==> src/rtl/alu_mst_pkg.sv <==
// alu_mst_pkg
// Shared types and constants for the ALU bus initiator (alu_cmd_master).
//   state_t : initiator FSM states
//   SEL_*   : operation group select encodings
//   OP_A_* / OP_B_* : op codes within group A / group B
//   cmd_t   : latched command (group select, op, operands)
package alu_mst_pkg;

    typedef enum logic [1:0] {
        IDLE  = 2'd0,
        ISSUE = 2'd1,
        WAIT  = 2'd2,
        RESP  = 2'd3
    } state_t;

    localparam logic SEL_A = 1'b0;
    localparam logic SEL_B = 1'b1;

    localparam logic [1:0] OP_A_AND  = 2'd0;
    localparam logic [1:0] OP_A_NAND = 2'd1;
    localparam logic [1:0] OP_A_OR   = 2'd2;
    localparam logic [1:0] OP_A_XOR  = 2'd3;

    localparam logic [1:0] OP_B_XNOR = 2'd0;
    localparam logic [1:0] OP_B_AND  = 2'd1;
    localparam logic [1:0] OP_B_NOR  = 2'd2;
    localparam logic [1:0] OP_B_OR   = 2'd3;

    typedef struct packed {
        logic       sel;
        logic [1:0] op;
        logic [7:0] a;
        logic [7:0] b;
    } cmd_t;

endpackage

==> src/rtl/alu_mst_sat_cnt.sv <==
// alu_mst_sat_cnt
// Event counter with selectable overflow behaviour.
//   SATURATE = 0 : wraps from all-ones to zero
//   SATURATE = 1 : holds at all-ones
// Ports:
//   clk  - clock, rising edge
//   rst  - synchronous active-high reset, clears the count
//   inc  - count one event this cycle
//   cnt  - current count
module alu_mst_sat_cnt #(
    parameter int W        = 8,
    parameter bit SATURATE = 1'b0
) (
    input  logic         clk,
    input  logic         rst,
    input  logic         inc,
    output logic [W-1:0] cnt
);

    always_ff @(posedge clk) begin
        if (rst) begin
            cnt <= '0;
        end else if (inc) begin
            if (SATURATE && (&cnt)) begin
                cnt <= cnt;
            end else begin
                cnt <= cnt + 1'b1;
            end
        end
    end

endmodule

==> src/rtl/alu_cmd_master.sv <==
// alu_cmd_master
// Initiator on the ALU bus: takes one command on the cmd valid/ready port,
// drives a single ALU transaction, captures alu_out/alu_irq ALU_LAT cycles
// after issue and returns them on the rsp valid/ready port.
// Ports:
//   alu_clk, rst              - clock, synchronous active-high reset
//   cmd_valid/ready/sel/op/a/b - command port
//   rsp_valid/ready/data/irq   - response port
//   sw_irq_clr                 - software interrupt clear request
//   alu_enable*, alu_op_*, alu_in_*, alu_irq_clr - ALU drive
//   alu_out, alu_irq           - ALU result and interrupt
//   cmd_cnt (wrapping), irq_cnt (saturating) - statistics
// Build option: ALU_MST_IRQ_AUTOCLR_EN -- when defined, alu_irq_clr pulses
// automatically in the first RESP cycle of an interrupting transaction and
// sw_irq_clr is ignored; otherwise alu_irq_clr is sw_irq_clr delayed 1 cycle.
//
// state | meaning
// IDLE  | ready for a command
// ISSUE | enables high for one cycle, op/operands driven
// WAIT  | counting down ALU latency, capture when counter is 0
// RESP  | response valid, waiting for rsp_ready
import alu_mst_pkg::*;

module alu_cmd_master #(
    parameter int ALU_LAT = 1,
    parameter int CNT_W   = 8
) (
    input  logic             alu_clk,
    input  logic             rst,
    input  logic             cmd_valid,
    output logic             cmd_ready,
    input  logic             cmd_sel,
    input  logic [1:0]       cmd_op,
    input  logic [7:0]       cmd_a,
    input  logic [7:0]       cmd_b,
    output logic             rsp_valid,
    input  logic             rsp_ready,
    output logic [7:0]       rsp_data,
    output logic             rsp_irq,
    input  logic             sw_irq_clr,
    output logic             alu_enable,
    output logic             alu_enable_a,
    output logic             alu_enable_b,
    output logic [1:0]       alu_op_a,
    output logic [1:0]       alu_op_b,
    output logic [7:0]       alu_in_a,
    output logic [7:0]       alu_in_b,
    output logic             alu_irq_clr,
    input  logic [7:0]       alu_out,
    input  logic             alu_irq,
    output logic [CNT_W-1:0] cmd_cnt,
    output logic [CNT_W-1:0] irq_cnt
);

    localparam logic [3:0] WAIT_INIT = 4'(ALU_LAT - 1);

    state_t     state;
    state_t     state_nxt;
    cmd_t       cmd_q;
    logic [3:0] wait_cnt;
    logic       accept;
    logic       capture;
    logic       drive_busy;

    always_comb begin
        state_nxt    = state;
        accept       = 1'b0;
        capture      = 1'b0;
        drive_busy   = 1'b0;
        rsp_valid    = 1'b0;
        alu_enable   = 1'b0;
        alu_enable_a = 1'b0;
        alu_enable_b = 1'b0;
        alu_op_a     = 2'd0;
        alu_op_b     = 2'd0;
        alu_in_a     = 8'd0;
        alu_in_b     = 8'd0;

        case (state)
            IDLE: begin
                if (cmd_valid && cmd_ready) begin
                    accept    = 1'b1;
                    state_nxt = ISSUE;
                end
            end
            ISSUE: begin
                drive_busy   = 1'b1;
                alu_enable   = 1'b1;
                alu_enable_a = (cmd_q.sel == SEL_A);
                alu_enable_b = (cmd_q.sel == SEL_B);
                state_nxt    = WAIT;
            end
            WAIT: begin
                drive_busy = 1'b1;
                if (wait_cnt == 4'd0) begin
                    capture   = 1'b1;
                    state_nxt = RESP;
                end
            end
            RESP: begin
                rsp_valid = 1'b1;
                if (rsp_ready) begin
                    state_nxt = IDLE;
                end
            end
            default: state_nxt = IDLE;
        endcase

        // op and operands stay stable through ISSUE and WAIT
        if (drive_busy) begin
            alu_in_a = cmd_q.a;
            alu_in_b = cmd_q.b;
            if (cmd_q.sel == SEL_A) begin
                alu_op_a = cmd_q.op;
            end else begin
                alu_op_b = cmd_q.op;
            end
        end
    end

    always_ff @(posedge alu_clk) begin
        if (rst) begin
            state       <= IDLE;
            cmd_ready   <= 1'b0;
            cmd_q       <= '0;
            wait_cnt    <= 4'd0;
            rsp_data    <= 8'd0;
            rsp_irq     <= 1'b0;
            alu_irq_clr <= 1'b0;
        end else begin
            state <= state_nxt;
            // registered so ready stays low for the whole reset cycle
            cmd_ready <= (state_nxt == IDLE);

            if (accept) begin
                cmd_q <= '{sel: cmd_sel, op: cmd_op, a: cmd_a, b: cmd_b};
            end

            if (state == ISSUE) begin
                wait_cnt <= WAIT_INIT;
            end else if ((state == WAIT) && (wait_cnt != 4'd0)) begin
                wait_cnt <= wait_cnt - 4'd1;
            end

            if (capture) begin
                rsp_data <= alu_out;
                rsp_irq  <= alu_irq;
            end

`ifdef ALU_MST_IRQ_AUTOCLR_EN
            alu_irq_clr <= capture && alu_irq;
`else
            alu_irq_clr <= sw_irq_clr;
`endif
        end
    end

`ifdef ALU_MST_IRQ_AUTOCLR_EN
    logic unused_sw_irq_clr;
    assign unused_sw_irq_clr = sw_irq_clr;
`endif

    alu_mst_sat_cnt #(
        .W        (CNT_W),
        .SATURATE (1'b0)
    ) u_cmd_cnt (
        .clk (alu_clk),
        .rst (rst),
        .inc (accept),
        .cnt (cmd_cnt)
    );

    alu_mst_sat_cnt #(
        .W        (CNT_W),
        .SATURATE (1'b1)
    ) u_irq_cnt (
        .clk (alu_clk),
        .rst (rst),
        .inc (capture && alu_irq),
        .cnt (irq_cnt)
    );

endmodule

==> config.mk <==
export PLATFORM = sky130hd
export DESIGN_NAME = alu_cmd_master
export DESIGN_NICKNAME = d
export VERILOG_FILES = /design/src/rtl/alu_mst_pkg.sv /design/src/rtl/alu_mst_sat_cnt.sv /design/src/rtl/alu_cmd_master.sv
export SDC_FILE = /design/constraint.sdc
export NUM_CORES = 1
export LEC_CHECK = 0
export CORE_MARGIN = 4
export CORE_UTILIZATION = 48
export DETAILED_ROUTE_END_ITERATION = 16
export PLACE_DENSITY = 0.85
export SLEW_MARGIN = 40
export SYNTH_ARGS = -nofsm -noshare
export SYNTH_HDL_FRONTEND = slang
export SYNTH_HIERARCHICAL = 1
export SYNTH_SLANG_ARGS = --single-unit
==> constraint.sdc <==
create_clock -name alu_clk -period 3.3 [get_ports alu_clk]
set_clock_uncertainty 0.2 [all_clocks]
set_input_delay 0.825 -clock alu_clk [delete_from_list [all_inputs] [get_ports alu_clk]]
set_output_delay 0.825 -clock alu_clk [all_outputs]
set_load 0.1 [all_outputs]
==> metrics.md <==
| Metric | Value |
|---|---|
| Post-synth top area cell | `dfxtp_1` |
| Seq/Total Area, Yosys | `44.04%` |
| DR vias/cell | `5.170` |
| Post-Syn Nets | `320` |
| CP arrival | `1.92 ns` |
| Final HPWL DP | `4190 µm` |
| Synth unique cells | `between 40 and 50` |
| Detailed Routing Iterations Pass 1 | `4` |
| Cell leakage power | `1.378 nW` |
| Initial antenna violation count | `0` |
| CP Class | `flip-flop to output pin` |
| Top cells by area, synth | `dfxtp_1, nand2_1, a21oi_1` |
| Slew Limit Fails | `0` |
| Die width | `78.17 µm` |
| Clock slew at reported path FFs | `0.09 ns` |
| CTS buffer count | `5` |
| Placer congestion estimate | `0.8132` |
| Outcome | `complete, no violations` |
| Top cell type's share of synthesized area | `44.04%` |
| ANT nets after route | `0` |
| Clk_lat worst skew | `0.30 ns` |
| Worst-path maximum fanout | `20` |
| Port Buffers | `83` |
| Synthesized cell area | `2364 µm²` |
| WL/cell | `13.47 µm` |
| Asr flop ratio synth | `0%` |
| CTS tree | `done` |
| Synth top cells by count | `nand2_1, dfxtp_1, a21oi_1, and2_1, nor2_1` |
| Final min period | `approximately 2.9 ns` |
| H-Tree Depth | `2` |
| # DRC | `0` |
| Fmax | `340.0 MHz` |
| Share of layout cells above drive strength 1 | `between 10% and 20%` |
| Worst-margin pin slew | `0.6417 ns` |
| GRT overflow | `0` |
| Drt first-iter violations | `112` |
| IO Pins | `84` |
| Diode count | `0` |
| Normalized max-slew margin | `a little under three fifths` |
| Root Driver | `clkbuf_8` |
| Hold_buf cts | `0` |
| Final setup TNS | `0 ns` |
| Critical path startpoint category | `flip-flop` |
| First-pass GRT wire length | `9397 µm` |
| Initial core utilization | `49.71%` |
| Core box area | `4755 µm²` |
| Clock net sink count | `52` |
| Post-CTS resize count | `0` |
| Synth Warn # | `6` |
| Final Setup Violations | `0` |
| Gr usage total | `18.86%` |
| Register bit total from synthesis | `52` |
| # Max-Cap Violations | `0` |
| Most used DFF post-synth | `dfxtp_1` |
| Largest net degree at the start of global routing | `38` |
| Design Power | `slightly below 0.002 W` |
| Setup crit end kind | `output pin` |
| Fillers | `slightly above 400` |
| Die Span Y | `just under 80 µm` |
| Peak VDD IR | `between 0.4 and 0.5 mV` |
| Via count | `2,187` |
| Vias in the first global route | `2,074` |
| Area growth, synth to finish | `45.79%` |
| Hold Fails Final Rpt | `0` |
| Cell row count | `25` |
| Final WL | `5696 µm` |
| RSZ-0062 raised after global routing | `no` |
| Max Buffers Root-to-Sink | `2` |
| Final period util | `89.14%` |
| CP Data Required Time | `2.27 ns` |
| Die area | `6111 µm²` |
| # Post-CTS Setup Buffers | `0` |
| Nets@finish | `approximately 400` |
| Most numerous cell in the Yosys netlist | `nand2_1` |
| Pwr Density | `560.1 nW/µm²` |
| Number of synthesized flops with an enable pin | `0` |
| Syn Area/Cell | `8.471 µm²` |
| Mapped Cells | `279` |
| Worst Hold Class | `flip-flop to flip-flop` |
[state kept, by name (all words and copies together), names as in the netlist]
| name | count |
|---|---|
| alu_irq_clr | 1 |
| cmd_q | 19 |
| cmd_ready | 1 |
| rsp_data | 8 |
| rsp_irq | 1 |
| state | 2 |
| u_cmd_cnt/cnt | 8 |
| u_irq_cnt/cnt | 8 |
| wait_cnt | 4 |
[routing by layer]
layer	track usage [%]	up-vias	share of wire [%]
li1	-	1107	-
met1	23.48	1011	44
met2	33.22	65	50
met3	4.931	4	5.0
met4	3.147	0	0.44
met5	0	-	0
[critical path, stage by stage (launching register included)]
cell and delay [ns]:
dfxtp_1 0.42, inv_1 0.12, ha_1 0.60, and3_1 0.28, buf_12 0.19
[power breakdown]
group	switching [W]	leakage (nW)	internal [W]	total [W]
logic	0.000543	0.902	0.000235	0.000778
clock network	0.000197	0.0552	0.000225	0.000422
registers	0.0000434	0.421	0.000687	0.000731
total	0.000783	1.38	0.00115	0.00193
[cell families (layout without fill, tap and decap cells)]
kind of cell / Yosys count / count (layout) / synth area share, %
flops: 52 / 52 / 44.04
compound gates: 54 / 54 / 14.03
simple gates: 132 / 132 / 28.85
fa+ha+maj: 8 / 8 / 4.235
mux: 5 / 5 / 2.541
buf+inv: 24 / 101 / 4.817
xor+xnor: 4 / 4 / 1.483
[metrics by stage]
stage / utilization (%) / instance area, µm² / cells / hold WS, ns / worst slack [ns]
after detailed placement: 70.21 / 3338 / 415 / 0.2421 / 0.6603
after CTS: 72.47 / 3446 / 423 / 0.2542 / 0.3641
final: 72.47 / 3446 / 423 / 0.2516 / 0.3584
after floorplan: - / 2371 / 279 / 0.2317 / 0.05811
after global routing: 72.47 / 3446 / 423 / 0.2818 / 0.2221
after global placement: 70.21 / 3338 / 415 / 0.2372 / 0.7224
[final cells by class]
cell class	count	area [µm²]	share of cell area [%]
well taps	67	83.83	2.433
clock buffers	6	72.57	2.106
multi-input cells	203	1216	35.29
repair buffers	86	970.9	28.18
inverters	7	26.28	0.7625
flip-flops and latches	52	1041	30.21
clock inverters	2	35.03	1.017
[worst paths after layout]
path / from / endpoint / slack [ns] / depth (start not counted)
worst max-delay path: state[0]$_SDFF_PP0_ / alu_op_b[0] / 0.36 / 4
worst min-delay path: cmd_q[7]$_SDFFE_PP0P_ / cmd_q[7]$_SDFFE_PP0P_ / 0.25 / 2
worst max register to register: state[0]$_SDFF_PP0_ / u_irq_cnt/cnt[5]$_SDFFE_PP0P_ / 0.75 / 8
worst min register to register: cmd_q[7]$_SDFFE_PP0P_ / cmd_q[7]$_SDFFE_PP0P_ / 0.25 / 2
[layout by cell type (no fill, tap or decap), types with 3 or more instances in the layout]
cell / n
a211oi_1: 4
a21oi_1: 34
a31oi_1: 3
and2_1: 17
and3_1: 5
buf_12: 20
buf_4: 34
clkbuf_8: 5
clkdlybuf4s50_1: 31
dfxtp_1: 52
ha_1: 8
inv_1: 7
mux2i_1: 3
nand2_1: 60
nand2b_1: 3
nand3_1: 4
nand4_1: 4
nor2_1: 12
nor2b_1: 5
nor3_1: 4
o21ai_0: 3
or3_1: 3
xor2_1: 3
No activity file was read; power rests on OpenSTA's default activity.
